===== src/rtl/fp_add_sequencer.sv =====
// fp_add_sequencer: multi-cycle IEEE-754 single add/sub controller with special-case fast path
module fp_add_sequencer #(
  parameter int ALIGN_STEP = 4,
  parameter int ALIGN_CAP = 27
) (
  input  logic        clk,
  input  logic        rst_n,
  input  logic        in_valid,
  output logic        in_ready,
  input  logic [31:0] op_a,
  input  logic [31:0] op_b,
  input  logic        op_sub,
  output logic        out_valid,
  input  logic        out_ready,
  output logic [31:0] result,
  output logic        special,
  output logic        busy
);
  typedef enum logic [2:0] {IDLE, CLASSIFY, ALIGN, ADD, NORM, ROUND, DONE} state_t;
  state_t state;
  logic [31:0] a, b, fast;
  logic [26:0] x, y, y_sh, y_al, m_add;
  logic [27:0] sum;
  logic [24:0] rnd;
  logic [23:0] sig_a, sig_b;
  logic [8:0] e, e_add, e_rnd;
  logic [7:0] ea, eb, dd;
  logic [4:0] d, k, d_cl;
  logic sx, sub, big, za, zb, ia, ib, na, nb, hit, bpick, up;
  // operand classification, fast-path result and the per-step datapath values
  always_comb begin
    za = a[30:0] == 31'h0;
    zb = b[30:0] == 31'h0;
    ia = a[30:23] == 8'hff && a[22:0] == 23'h0;
    ib = b[30:23] == 8'hff && b[22:0] == 23'h0;
    na = a[30:23] == 8'hff && a[22:0] != 23'h0;
    nb = b[30:23] == 8'hff && b[22:0] != 23'h0;
    hit = za | zb | ia | ib | na | nb;
    bpick = b[21:0] > a[21:0];
    fast = (na && nb) ? {bpick ? b[31] : a[31], 9'h1ff, bpick ? b[21:0] : a[21:0]} :
           (za && zb) ? {a[31] & b[31], 31'h0} :
           (za || nb) ? b | {9'h0, nb, 22'h0} :
           (zb || na) ? a | {9'h0, na, 22'h0} :
           ia ? (!ib ? a : (a[31] == b[31] ? b : 32'hff800001)) : b;
    sig_a = {a[30:23] != 8'h0, a[22:0]};
    sig_b = {b[30:23] != 8'h0, b[22:0]};
    ea = a[30:23] == 8'h0 ? 8'd1 : a[30:23];
    eb = b[30:23] == 8'h0 ? 8'd1 : b[30:23];
    big = a[30:0] >= b[30:0];
    dd = big ? ea - eb : eb - ea;
    d_cl = dd > 8'(ALIGN_CAP) ? 5'(ALIGN_CAP) : dd[4:0];
    k = d > 5'(ALIGN_STEP) ? 5'(ALIGN_STEP) : d;
    y_sh = y >> k;
    y_al = {y_sh[26:1], y_sh[0] | |(y & ((27'd1 << k) - 27'd1))};
    sum = sub ? {1'b0, x} - {1'b0, y} : {1'b0, x} + {1'b0, y};
    m_add = sum[27] ? {sum[27:2], sum[1] | sum[0]} : sum[26:0];
    e_add = e + {8'h0, sum[27]};
    up = x[2] & (x[3] | x[1] | x[0]);
    rnd = {1'b0, x[26:3]} + {24'h0, up};
    e_rnd = rnd[24] ? e + 9'd1 : (rnd[23] ? e : 9'd0);
  end
  // control FSM sequencing capture, classify, align, add, normalize, round and result handoff
  always_ff @(posedge clk or negedge rst_n)
    if (!rst_n) begin
      state <= IDLE;
      in_ready <= 1'b1;
      out_valid <= 1'b0;
      result <= 32'h0;
      special <= 1'b0;
      busy <= 1'b0;
      a <= 32'h0;
      b <= 32'h0;
      x <= 27'h0;
      y <= 27'h0;
      e <= 9'h0;
      d <= 5'h0;
      sx <= 1'b0;
      sub <= 1'b0;
    end else
      case (state)
        IDLE: if (in_valid) begin
          a <= op_a;
          b <= {op_b[31] ^ op_sub, op_b[30:0]};
          in_ready <= 1'b0;
          busy <= 1'b1;
          state <= CLASSIFY;
        end
        CLASSIFY: if (hit) begin
          result <= fast;
          special <= 1'b1;
          out_valid <= 1'b1;
          state <= DONE;
        end else begin
          x <= {big ? sig_a : sig_b, 3'b0};
          y <= {big ? sig_b : sig_a, 3'b0};
          e <= {1'b0, big ? ea : eb};
          d <= d_cl;
          sx <= big ? a[31] : b[31];
          sub <= a[31] ^ b[31];
          state <= d_cl != 5'h0 ? ALIGN : ADD;
        end
        ALIGN: begin
          y <= y_al;
          d <= d - k;
          if (d == k) state <= ADD;
        end
        ADD: if (sum == 28'h0 || e_add >= 9'd255) begin
          result <= sum == 28'h0 ? 32'h0 : {sx, 8'hff, 23'h0};
          out_valid <= 1'b1;
          state <= DONE;
        end else begin
          x <= m_add;
          e <= e_add;
          state <= (!m_add[26] && e_add > 9'd1) ? NORM : ROUND;
        end
        NORM: begin
          x <= x << 1;
          e <= e - 9'd1;
          state <= (!x[25] && e > 9'd2) ? NORM : ROUND;
        end
        ROUND: begin
          result <= e_rnd >= 9'd255 ? {sx, 8'hff, 23'h0} : {sx, e_rnd[7:0], rnd[22:0]};
          out_valid <= 1'b1;
          state <= DONE;
        end
        DONE: if (out_ready) begin
          out_valid <= 1'b0;
          special <= 1'b0;
          in_ready <= 1'b1;
          busy <= 1'b0;
          state <= IDLE;
        end
        default: state <= IDLE;
      endcase
endmodule


===== config.mk =====
export PLATFORM = sky130hd
export DESIGN_NAME = fp_add_sequencer
export DESIGN_NICKNAME = d
export VERILOG_FILES = /design/src/rtl/fp_add_sequencer.sv
export SDC_FILE = /design/constraint.sdc
export NUM_CORES = 1
export LEC_CHECK = 0
export ABC_AREA = 1
export CELL_PAD_IN_SITES_DETAIL_PLACEMENT = 0
export CELL_PAD_IN_SITES_GLOBAL_PLACEMENT = 1
export CORE_MARGIN = 2
export CORE_UTILIZATION = 39
export DETAILED_ROUTE_END_ITERATION = 16
export GPL_ROUTABILITY_DRIVEN = 0
export PLACE_DENSITY_LB_ADDON = 0.08
export SYNTH_ARGS = -nofsm -noshare
export SYNTH_HDL_FRONTEND = slang
export SYNTH_SLANG_ARGS = --single-unit

===== constraint.sdc =====
create_clock -name clk -period 4.6 [get_ports clk]
set_input_delay 0.46 -clock clk [delete_from_list [all_inputs] [get_ports clk]]
set_output_delay 0.46 -clock clk [all_outputs]
set_load 0.1 [all_outputs]

Word level (Yosys, flattened, before mapping)
Cells that the tools add are included.
Widths: inputs -> output; s select.

operators by class
  $add $sub $neg = 10
  order comparisons = 8
  equal/unequal tests = 17
  shifts and indexed selects = 2
  mux-type cells = 56
  bitwise gates (word level) = 17
  reduce and logical (&&, ||, !) cells = 42

operator list
  operator               number
  $mux 32                10
  $mux 27                4
  $pmux 32 s3            1
  $pmux 27 s3            1
  $or 32x23->32          2
  $logic_not 31->1       2
  $pmux 27 s2            1
  $mux 24                2
  $logic_not 23->1       2
  $reduce_bool 23->1     2
  $mux 9                 4
  $mux 8                 4
  $ge 31x31->1           1
  $mux 31                1
  $add 27x27->28         1
  $logic_not 28->1       1
  $mux 28                1
  $sub 27x27->28         1
  $and 27x27->27         1
  $pmux 9 s3             1
  $reduce_or 27->1       1
  $shl 1x5->27 const A   1
  $shr 27x5->27          1
  $sub 27x1->27 const B  1
  other kinds (45)       105

storage, ports and cells
  flip-flop bits (word level) = 173
  bits of input ports = 69
  output and inout bits = 36
  logic and storage cells = 166

Logic depth before layout (Yosys ltp)
  word-level depth = 10
  gate-level depth with buffers = 39
  gate-level depth less buffers = 37

Least setup slack after synthesis
Ideal clock, no wire load.

  path type = register to register
  start = register y[0]
  end = register e[1]
  data arrival time = 4.897 ns
  required time = 4.483 ns
  path slack = -0.414 ns
  cell stages (with the launch flop) = 38
  buffers on the path = 2
  period minus slack after synthesis = 5.014 ns
  cells stage by stage = dfrtp_1 -> inv_1 -> ha_1 -> nand2_1 -> nor2_1 -> nand2_1 -> nor3_1 -> nand2_1 -> nor3_1 -> nand3_1 -> nor2_1 -> nand3_1 -> o21ai_1 -> o21ai_0 -> xor2_1 -> ha_1 -> nand2_1 -> nor2_1 -> [... 2 more ...] -> nand2_1 -> nand2_1 -> nand2_1 -> nand2_1 -> inv_1 -> buf_2 -> ha_1 -> ha_1 -> inv_1 -> nor4_1 -> nand2_1 -> nor2_1 -> a21oi_2 -> nand2_2 -> nand2_4 -> buf_2 -> nand3_1 -> nand2_1

on the way
  cells in the longest elaborated chain, start to end = 7

ends and longest elaborated chain
  element                                                  RTL line  source
  from (decl)                                              22        logic [26:0] x, y, y_sh, y_al, m_add;
  from (signal assigned)                                   95        y <= {big ? sig_b : sig_a, 3'b0};
  from (signal assigned)                                   103       y <= y_al;
  $add 27x27->28 / $sub 27x27->28 (equally long branches)  55        sum = sub ? {1'b0, x} - {1'b0, y} : {1'b0, x} + {1'b0, y};
  $mux 28 (*)                                              55
  $add 9x1->9                                              57        e_add = e + {8'h0, sum[27]};
  $ge 9x8->1                                               107       ADD: if (sum == 28'h0 || e_add >= 9'd255) begin
  $logic_or 1x1->1                                         107
  $ne 2x2->1 (no line)                                     n/a
  $reduce_and 3->1 (no line)                               n/a
  to (signal assigned)                                     96        e <= {1'b0, big ? ea : eb};
  to (signal assigned)                                     118       e <= e - 9'd1;
  to (decl)                                                26        logic [8:0] e, e_add, e_rnd;

Every way passes the cells marked *; elsewhere a longest branch is shown, timed or not. The select of a mux whose other input is x is not followed.
A chain may end at the register's enable or synchronous reset.

Worst setup path in the final report
  start = register y[0]
  end = register e[4]

Same word-level chain as after synthesis.

==> qor.yml <==
rows: 77
chipHeight_um: 214
grtUsageMet1_pct: 44.6
numCtsBuffers: 17
post-route-drc-count: 0
worst_slew_pin_slew_ps: 1050
vias: 19300
clock-skew-final_ps: 19.5
grt_overflow: 0
yosysWarnings: 0
crit_top_cell: "nand2_1"
register_area_sq_um: 4330
cp_top_family: "simple AND/OR/NAND/NOR gates"
setup_ws_ps: -471
drtPass1Iterations: 7
max-slew-margin-rel_pct: 29.8
ys_types: 55
synthTopCellsByCount: "nand2_1, inv_1, nor2_1"
dp_slack_ps: -459
synth_edf_count: 0
root_buffer: "clkbuf_16"
violations: "setup timing"
drive_above_1_share_pct: 12.6
io_pins: 105
htreeDepth: 4
grt_pass1_wl_um: 108000
synth.area.top_cells: "dfrtp_1, nand2_1, ha_1"
antenna_found_initial: 0
antenna_cells: 0
grtUsageMet2_pct: 46.0
hp-class: "in2async"
clock_sinks: 173
wl_um: 71900
synth_seq_cells: 173
cts_tree: "done"
grt_pass1_vias: 17800
start_util_pct: 39.3
synth_area_leader_cell: "dfrtp_1"
hpwl_um: 55000
ys.flop_type: "dfrtp_1"
cp-end-kind: "flip-flop"
cp_slowest_stage_delay_ps: 390
rsz0062_at_grt: "true"
slowest_stage: "dfrtp_1"
first_iter_violations: 2050
avgSynthCellArea_sq_um: 6.22
period_needed_ps: 5070
cts_max_path_buffers: 2
setup_viol: 71
postRouteAntennaNets: 0
async_flop_share_pct: 100
port_buffers: 104
synthMostInstantiatedCell: "nand2_1"
nFillCells: 4587
fin_nets: 3109
syn-cell-area_sq_um: 17300
die_x_um: 214
worstPathRequired_ps: 5040
area_growth_pct: 22.5
syn_nets: 2954
finalCritPeriodShare_pct: 110
hold_viol: 0
path_class: "reg2reg"
drv_cap: 0
cts.clk_slew.worst_paths_ps: 70
start_kind: "flip-flop"
core_sq_um: 43900
die_area_sq_um: 46000
grt_max_degree: 103
arrival_ps: 5510
wl_per_cell_um: 20.3
clock.fmax_mhz: 197
slew_viol_final: 0
grt_util_met3_pct: 4.74
synth-seq-area-share_pct: 25.1
multi_input_area_sq_um: 11800
top_usage_layer: "met2"
critPathBufInv: 4
cp_max_fo: 9
yosysTopAreaCellShare_pct: 24.9
r2r_slack_ps: -470
clock_latency_ps: 510
vias_per_cell: 5.47
grt_usage_pct: 30.7
outcome: "finished, violations left"
synth_cells: 2776
[state kept, by name, indices dropped and copies added (netlist names)]
name	cells
a	32
b	32
result	32
x	27
y	27
e	9
d	5
state	3
busy	1
in_ready	1
out_valid	1
special	1
sub	1
sx	1
[cells in the final DEF, fill, tap and decap left out, types with 5 or more instances in the layout]
cell type | synthesis | layout
nand3b_1 | 8 | 8
a221oi_1 | 5 | 5
a22oi_1 | 10 | 10
xnor2_1 | 11 | 10
nand2_2 | 12 | 47
nor3_1 | 33 | 27
xor2_1 | 57 | 51
nand2_4 | 3 | 25
dfrtp_1 | 172 | 172
ha_4 | 0 | 6
nand3_2 | 5 | 23
buf_4 | 7 | 146
clkdlybuf4s50_1 | 0 | 103
nand3_1 | 155 | 135
clkinv_1 | 6 | 5
nand2_1 | 937 | 880
a31oi_1 | 22 | 22
o2111ai_1 | 6 | 6
inv_1 | 324 | 319
ha_1 | 106 | 100
nand4_1 | 66 | 66
inv_2 | 8 | 11
xor2_2 | 0 | 6
nor3_2 | 2 | 8
o21ai_0 | 202 | 200
nand2_8 | 1 | 6
or2_2 | 5 | 5
clkbuf_16 | 0 | 19
nor2_1 | 205 | 197
nor2_2 | 11 | 17
o21ai_1 | 7 | 6
nor2_4 | 4 | 6
a21oi_1 | 103 | 100
o211ai_1 | 103 | 103
nor4_1 | 6 | 5
o221ai_1 | 15 | 15
[stage by stage]
stage	util [%]	setup TNS [ps]	cells	hold WS (ps)	cell area (sq um)
2_1_floorplan	-	-6080	2776	164	17400
3_3_place_gp	44.7	-15470	3478	466	19600
3_5_place_dp	44.7	-30240	3478	471	19600
4_1_cts	47.0	-18060	3529	101	20600
5_1_grt	48.1	-52380	3536	123	21200
6_report	48.1	-30180	3536	42.9	21200
[metal layers]
layer	share of wire [%]	vias to the layer above	routed length, um
met1	46	9107	33300
met5	0	-	0
met2	43	762	31200
li1	-	9381	-
met4	3.3	0	2350
met3	7.1	93	5070
[path summary, 6_finish.rpt]
| check | start | end | depth (start not counted) |
|---|---|---|---|
| max | y[0] | e[4] | 36 |
| min | rst_n | x[15] | 1 |
| max reg2reg | y[0] | e[4] | 36 |
| min reg2reg | result[14] | result[14] | 2 |
| max in group asynchronous | rst_n | y[7] | 2 |
| min in group clk | result[14] | result[14] | 2 |
[area by class of cell]
type | instances | area share, %
inverters | 340 | 6.13
multi-input cells | 2135 | 55.6
repair buffers | 263 | 11.4
repair inverters | 1 | 0.0769
well taps | 592 | 3.50
flip-flops and latches | 173 | 20.5
clock inverters | 14 | 0.739
clock buffers | 18 | 2.03
[cell families (layout without fill, tap and decap cells)]
group | count (synthesis) | in the layout | synth area share (%)
other cells | 1 | 1 | 0.0217
flops | 173 | 173 | 25.1
fa+ha+maj | 109 | 109 | 8.03
xor+xnor | 68 | 68 | 3.45
compound gates | 495 | 495 | 17.1
buf+inv | 473 | 636 | 10.9
simple gates | 1457 | 1462 | 35.4
[what timing repair did]
item | in CTS | in global routing
cloned | 8 | 4
setup buffers | 11 | 3
pin swaps | 19 | 41
hold buffers | 0 | 0
gates resized for setup | 45 | 101
setup endpoints to repair | 71 | 71
Power is left out: the tool's default activity adds up to more than one toggle a clock period on the data nets, which glitch-free logic cannot reach.
==> RTL edit 1, RTL diff (same flow settings) <==
The 7 states of `state_t` get a one-hot encoding in 7 bits.
--- a/src/rtl/fp_add_sequencer.sv
+++ b/src/rtl/fp_add_sequencer.sv
@@ -18,3 +18,3 @@
 );
-  typedef enum logic [2:0] {IDLE, CLASSIFY, ALIGN, ADD, NORM, ROUND, DONE} state_t;
+  typedef enum logic [6:0] {IDLE = 7'b0000001, CLASSIFY = 7'b0000010, ALIGN = 7'b0000100, ADD = 7'b0001000, NORM = 7'b0010000, ROUND = 7'b0100000, DONE = 7'b1000000} state_t;
   state_t state;
Formal check against the unedited RTL: no difference found for any inputs over 4 cycles, from zero or initial values and one cycle with rst_n low; so few cycles prove little.
==> RTL edit 1 against the original RTL <==
The flow still finishes with violations (setup timing); final area increased by 0.57%; setup slack improved by 0.076 ns; sequential share of layout area increased by 0.36 points; sequential cell count increased by 4; global-route usage is 0.47 points higher; wire length increased by 1.4%; critical path depth grew 2; die area grew 0.92%; area after synthesis is 0.93% higher; non-clock buffer count grew 16; first-iteration DRC count is 2.7% lower; critical endpoint is now result[10]; highest routed layer is now met5.
Power is left out: the tool's default activity adds up to more than one toggle a clock period on the data nets, which glitch-free logic cannot reach.
==> RTL edit 1: results (changes against the original RTL) <==
Outcome -> finished with violations (unchanged)
Violated checks -> setup timing (unchanged)
CTS Buf Count -> 17 (unchanged)
Vias in the first global route -> 18500 (was 17800)
Die width -> 215 um (was 214 um)
Crit path max-delay cell type -> dfrtp_1 (unchanged)
Largest net degree at the start of global routing -> 131 (was 103)
Synth Area in Adders -> 8.03% (about the same)
Syn_nets -> 2985 (was 2954)
Clock Latency Late Sink -> 0.51 ns (about the same)
HPWL after DPL -> 57000 um (was 55000 um)
Nets -> 3149 (was 3109)
Clock Path Buffers -> 2 (unchanged)
Clock transition at path regs -> 0.08 ns
DR iter-0 viols -> 1994 (was 2050)
Post-synthesis sequential area ratio -> 25.4% (was 25.1%)
Ys flop type -> dfrtp_1 (unchanged)
Total GRT Usage -> 31.2% (was 30.7%)
CP arrival -> 5.40 ns (was 5.51 ns)
Cell variety after synth -> 56 (was 55)
Crit-path max cell delay -> 0.39 ns (about the same)
Synth Area in Compound Gates -> 14.9% (was 17.1%)
PortBufs -> 104 (unchanged)
Share of cells above drive strength 1 -> 11.9% (was 12.6%)
HP Class -> register to register (was input port to async pin)
Synth area leaders -> dfrtp_1 (25%), nand2_1 (21%), ha_1 (7.7%) (was dfrtp_1 (25%), nand2_1 (20%), ha_1 (7.7%))
Ys async rst share -> 100% (unchanged)
# H-tree levels -> 4 (unchanged)
First-pass GRT wire length -> 110000 um (was 108000 um)
Final setup viols -> 72 (was 71)
List of most frequent post-synthesis cells -> nand2_1 (975), inv_1 (330), o21ai_0 (216) (was nand2_1 (937), inv_1 (324), nor2_1 (205))
Post-Synth XOR/XNOR Area -> 3.67% (was 3.45%)
Routed WL -> 72900 um (was 71900 um)
Mux share of post-synthesis cell area -> 0.115% (was 0%)
TNS Setup -> -25.61 ns (was -30.18 ns)
Fillers -> 4661 (was 4587)
Routed vias -> 19600 (was 19300)
Synth Warn # -> 0 (unchanged)
DR pass1 iterations -> 6 (was 7)
Worst min-delay path startpoint -> result[27]
PnR worst setup slack -> -0.396 ns (was -0.471 ns)
Max-slew violation total from the final report -> 0 (unchanged)
Initial antenna violation count -> 2 (was 0)
CP Max Fanout -> 6 (was 9)
Fin Clk Skew -> 0.0214 ns (was 0.0195 ns)
Root Driver -> clkbuf_16 (unchanged)
Slew HR -> 24.3% (was 29.8%)
Biggest regs -> a: 32 flops, b: 32 flops, result: 32 flops (unchanged)
Crit path launch -> y[1] (was y[0])
Inserted Diodes -> 0 (unchanged)
-- RTL edit 1: path summary, 6_finish.rpt --
path                         endpoint  slack, ns  depth (start not counted)
hold reg to reg            result[27]       0.49                          2
hold / removal             result[27]       0.49                          2
max in group asynchronous        a[9]       2.96                          3
setup reg to reg           result[10]      -0.40                         38
min in group asynchronous  result[14]       0.52                          2
setup / recovery           result[10]      -0.40                         38
-- RTL edit 1: logic make-up (layout without fill, tap and decap cells) --
kind of cell | count (synthesis) | in the layout
AOI/OAI and AO/OA | 450 | 450
and+or+nand+nor | 1521 | 1521
buffers and inverters | 472 | 649
muxes | 2 | 2
DFF | 177 | 177
adders and majority gates | 110 | 110
xor gates and xnor gates | 73 | 73
other | 1 | 1
-- RTL edit 1: cell type report --
class | count | area, um^2 | share of cell area [%]
Tap cell | 592 | 741 | 3.48
Timing Repair Buffer | 279 | 2690 | 12.6
Clock buffer | 18 | 439 | 2.06
Multi-Input combinational cell | 2157 | 11500 | 54.2
Inverter | 338 | 1290 | 6.05
Clock inverter | 14 | 155 | 0.729
Sequential cell | 177 | 4430 | 20.8
-- RTL edit 1: layer usage --
| layer | GRT usage [%] | up-vias | part of all wire (%) |
|---|---|---|---|
| met5 | 0 | - | 0.036 |
| met4 | 13.5 | 4 | 4.5 |
| met3 | 7.68 | 143 | 7.9 |
| met2 | 47.8 | 744 | 44 |
| met1 | 41.6 | 9258 | 44 |
| li1 | - | 9487 | - |
-- RTL edit 1: worst max-delay path: cells and delay by family, from the launching register on --
family                     cells  cell delay, ns
buffers and inverters         10            0.95
adders and majority gates      4            0.85
xor gates and xnor gates       2            0.34
AOI/OAI and AO/OA              3            0.44
DFF                            1            0.39
and+or+nand+nor               19            1.93
-- RTL edit 1: what timing repair did --
action	4_1_cts	5_1_grt
pin swaps	7	66
hold buffers	1	0
resized for setup	55	59
hold endpoints to repair	20	0
cloned	5	5
setup endpoints to repair	70	72
buffers inserted	15	13
-- RTL edit 1: through the flow --
step | util, % | cells | hold WS, ns | setup slack [ns] | cell area [um^2]
global placement | 45.0 | 3507 | 0.468 | -0.0988 | 19800
global route | 48.2 | 3575 | 0.493 | -0.809 | 21300
CTS | 47.4 | 3560 | 0.477 | -0.168 | 20900
detailed placement | 45.0 | 3507 | 0.464 | -0.198 | 19800
finish | 48.2 | 3575 | 0.486 | -0.396 | 21300
floorplan | - | 2806 | 0.164 | 0.00950 | 17500
==> RTL edit 2, RTL diff (same settings) <==
Made on the original files. Change the parameter `ALIGN_CAP` from 27 to 26.
--- a/src/rtl/fp_add_sequencer.sv
+++ b/src/rtl/fp_add_sequencer.sv
@@ -3,3 +3,3 @@
   parameter int ALIGN_STEP = 4,
-  parameter int ALIGN_CAP = 27
+  parameter int ALIGN_CAP = 26
 ) (
Check against the original RTL: same outputs for any inputs over 4 cycles, from zero or initial values and one cycle with rst_n low; that may be too few to reach the edited logic, so the function may still have changed.
==> RTL edit 2 against the original RTL <==
The run still ends with setup timing left; sequential cell count unchanged; wire length increased by 2.0%; final area shrank 0.83%; core utilization decreased by 0.50 points; global-route usage grew 0.84 points; area after synthesis increased by 0.18%; setup slack better by 0.049 ns; die area rose by 0.18%; critical path type unchanged.
Power is left out: the tool's default activity adds up to more than one toggle a clock period on the data nets, which glitch-free logic cannot reach.
==> RTL edit 2: results (changes against the original RTL) <==
Fin Clk Skew -> 0.0151 ns (was 0.0195 ns)
HP Class -> input port to async pin (unchanged)
Clock Path Buffers -> 2 (unchanged)
DR iter-0 viols -> 2102 (was 2050)
PnR worst setup slack -> -0.422 ns (was -0.471 ns)
Synth Warn # -> 0 (unchanged)
Violated checks -> setup timing (unchanged)
PortBufs -> 104 (unchanged)
Ys async rst share -> 100% (unchanged)
Outcome -> finished with violations (unchanged)
CTS Buf Count -> 17 (unchanged)
Worst Reg-to-Reg Cells -> 38 (was 36)
FF-to-FF End -> result[6] (was e[4])
Slew HR -> 30.7% (was 29.8%)
Inserted Diodes -> 0 (unchanged)
Share of cells above drive strength 1 -> 11.3% (was 12.6%)
Largest net degree at the start of global routing -> 91 (was 103)
Biggest regs -> a: 32 flops, b: 32 flops, result: 32 flops (unchanged)
Fin crit period -> 5.02 ns (was 5.07 ns)
Synth area leaders -> dfrtp_1 (25%), nand2_1 (19%), o21ai_0 (7.9%) (was dfrtp_1 (25%), nand2_1 (20%), ha_1 (7.7%))
Final setup viols -> 71 (unchanged)
Cell variety after synth -> 59 (was 55)
DR vias/cell -> 5.49 (was 5.47)
Crit path max-delay cell type -> dfrtp_1 (unchanged)
Vias in the first global route -> 18400 (was 17800)
Post-synthesis sequential area ratio -> 25.0% (was 25.1%)
List of most frequent post-synthesis cells -> nand2_1 (884), inv_1 (350), o21ai_0 (274) (was nand2_1 (937), inv_1 (324), nor2_1 (205))
Full die area -> 46100 um^2 (was 46000 um^2)
# H-tree levels -> 4 (unchanged)
CP arrival -> 5.42 ns (was 5.51 ns)
R2r startpoint -> y[0] (unchanged)
Clock Latency Late Sink -> 0.51 ns (about the same)
Initial antenna violation count -> 0 (unchanged)
Ys flop type -> dfrtp_1 (unchanged)
Total GRT Usage -> 31.5% (was 30.7%)
HPWL after DPL -> 56600 um (was 55000 um)
WL/cell -> 20.5 um (was 20.3 um)
Crit-path max cell delay -> 0.39 ns (about the same)
Syn_nets -> 2986 (was 2954)
DR pass1 iterations -> 7 (unchanged)
Root Driver -> clkbuf_16 (unchanged)
Nets -> 3152 (was 3109)
Clock transition at path regs -> 0.08 ns
CP Max Fanout -> 11 (was 9)
First-pass GRT wire length -> 111000 um (was 108000 um)
==> RTL edit 2: cell types whose count changed after synthesis, moves of 6 or more <==
cell      unedited run  this run
a21oi_1            103       157
clkbuf_1            83        77
o211ai_1           103        43
nand3_1            155       190
nand2_1            937       884
xor2_1              57        63
o21ai_0            202       274
a31oi_1             22         5
inv_1              324       350
buf_4                7         1
==> RTL edit 2: what timing repair did <==
item,CTS,global route
pin swaps,17,22
setup endpoints to repair,71,71
gates cloned,6,1
endpoints found under the hold margin,0,0
gates resized for setup,39,49
buffers inserted,16,4
==> RTL edit 2: worst max-delay path: cells and delay by family (launching register included) <==
| family | cells | cell delay [ns] |
|---|---|---|
| buf+inv | 7 | 0.65 |
| simple gates | 23 | 2.56 |
| fa+ha+maj | 4 | 0.76 |
| flops | 1 | 0.39 |
| compound gates | 3 | 0.37 |
| xor+xnor | 1 | 0.16 |
==> RTL edit 2: worst max path at each step <==
stage	from	end	depth (start not counted)
2_1_floorplan	y[0]	x[0]	37
3_3_place_gp	y[0]	x[6]	35
3_5_place_dp	y[0]	x[8]	35
4_1_cts	y[0]	x[1]	36
5_1_grt	y[0]	e[1]	36
6_report	y[0]	result[6]	38
==> RTL edit 2: cell type report <==
cell class,count,area [um^2]
inverters,359,1360
well taps,592,741
multi-input cells,2153,11500
clock buffers,20,467
fillers,4621,23100
flip-flops and latches,173,4330
clock inverters,11,109
repair buffers,269,2440
==> RTL edit 2: routing by layer <==
metal | up-vias | GRT usage [%] | routed length, um
met1 | 9244 | 43.7 | 33000
li1 | 9483 | - | -
met4 | 0 | 10.0 | 2030
met2 | 812 | 50.2 | 33000
met5 | - | 0 | 0
met3 | 104 | 5.16 | 5340
==> RTL edit 2: through the flow <==
stage / cell area, um^2 / setup WS (ns) / hold WS [ns] / setup TNS [ns] / instances
6_report: 21000 / -0.422 / 0.0254 / -27.44 / 3577
5_1_grt: 21000 / -0.721 / 0.0859 / -49.50 / 3577
4_1_cts: 20700 / -0.337 / 0.0382 / -22.45 / 3572
3_5_place_dp: 19800 / -0.600 / 0.460 / -39.89 / 3519
3_3_place_gp: 19800 / -0.411 / 0.457 / -27.61 / 3519
2_1_floorplan: 17500 / -0.210 / 0.164 / -12.99 / 2807
==> RTL edit 2: cell families after synthesis <==
kind of cell | share of synthesized area (%)
and+or+nand+nor | 34.7
DFF | 25.0
other | 0.0217
xor gates and xnor gates | 3.59
buffers and inverters | 11.1
muxes | 0.116
adders and majority gates | 8.09
AOI/OAI and AO/OA | 17.3
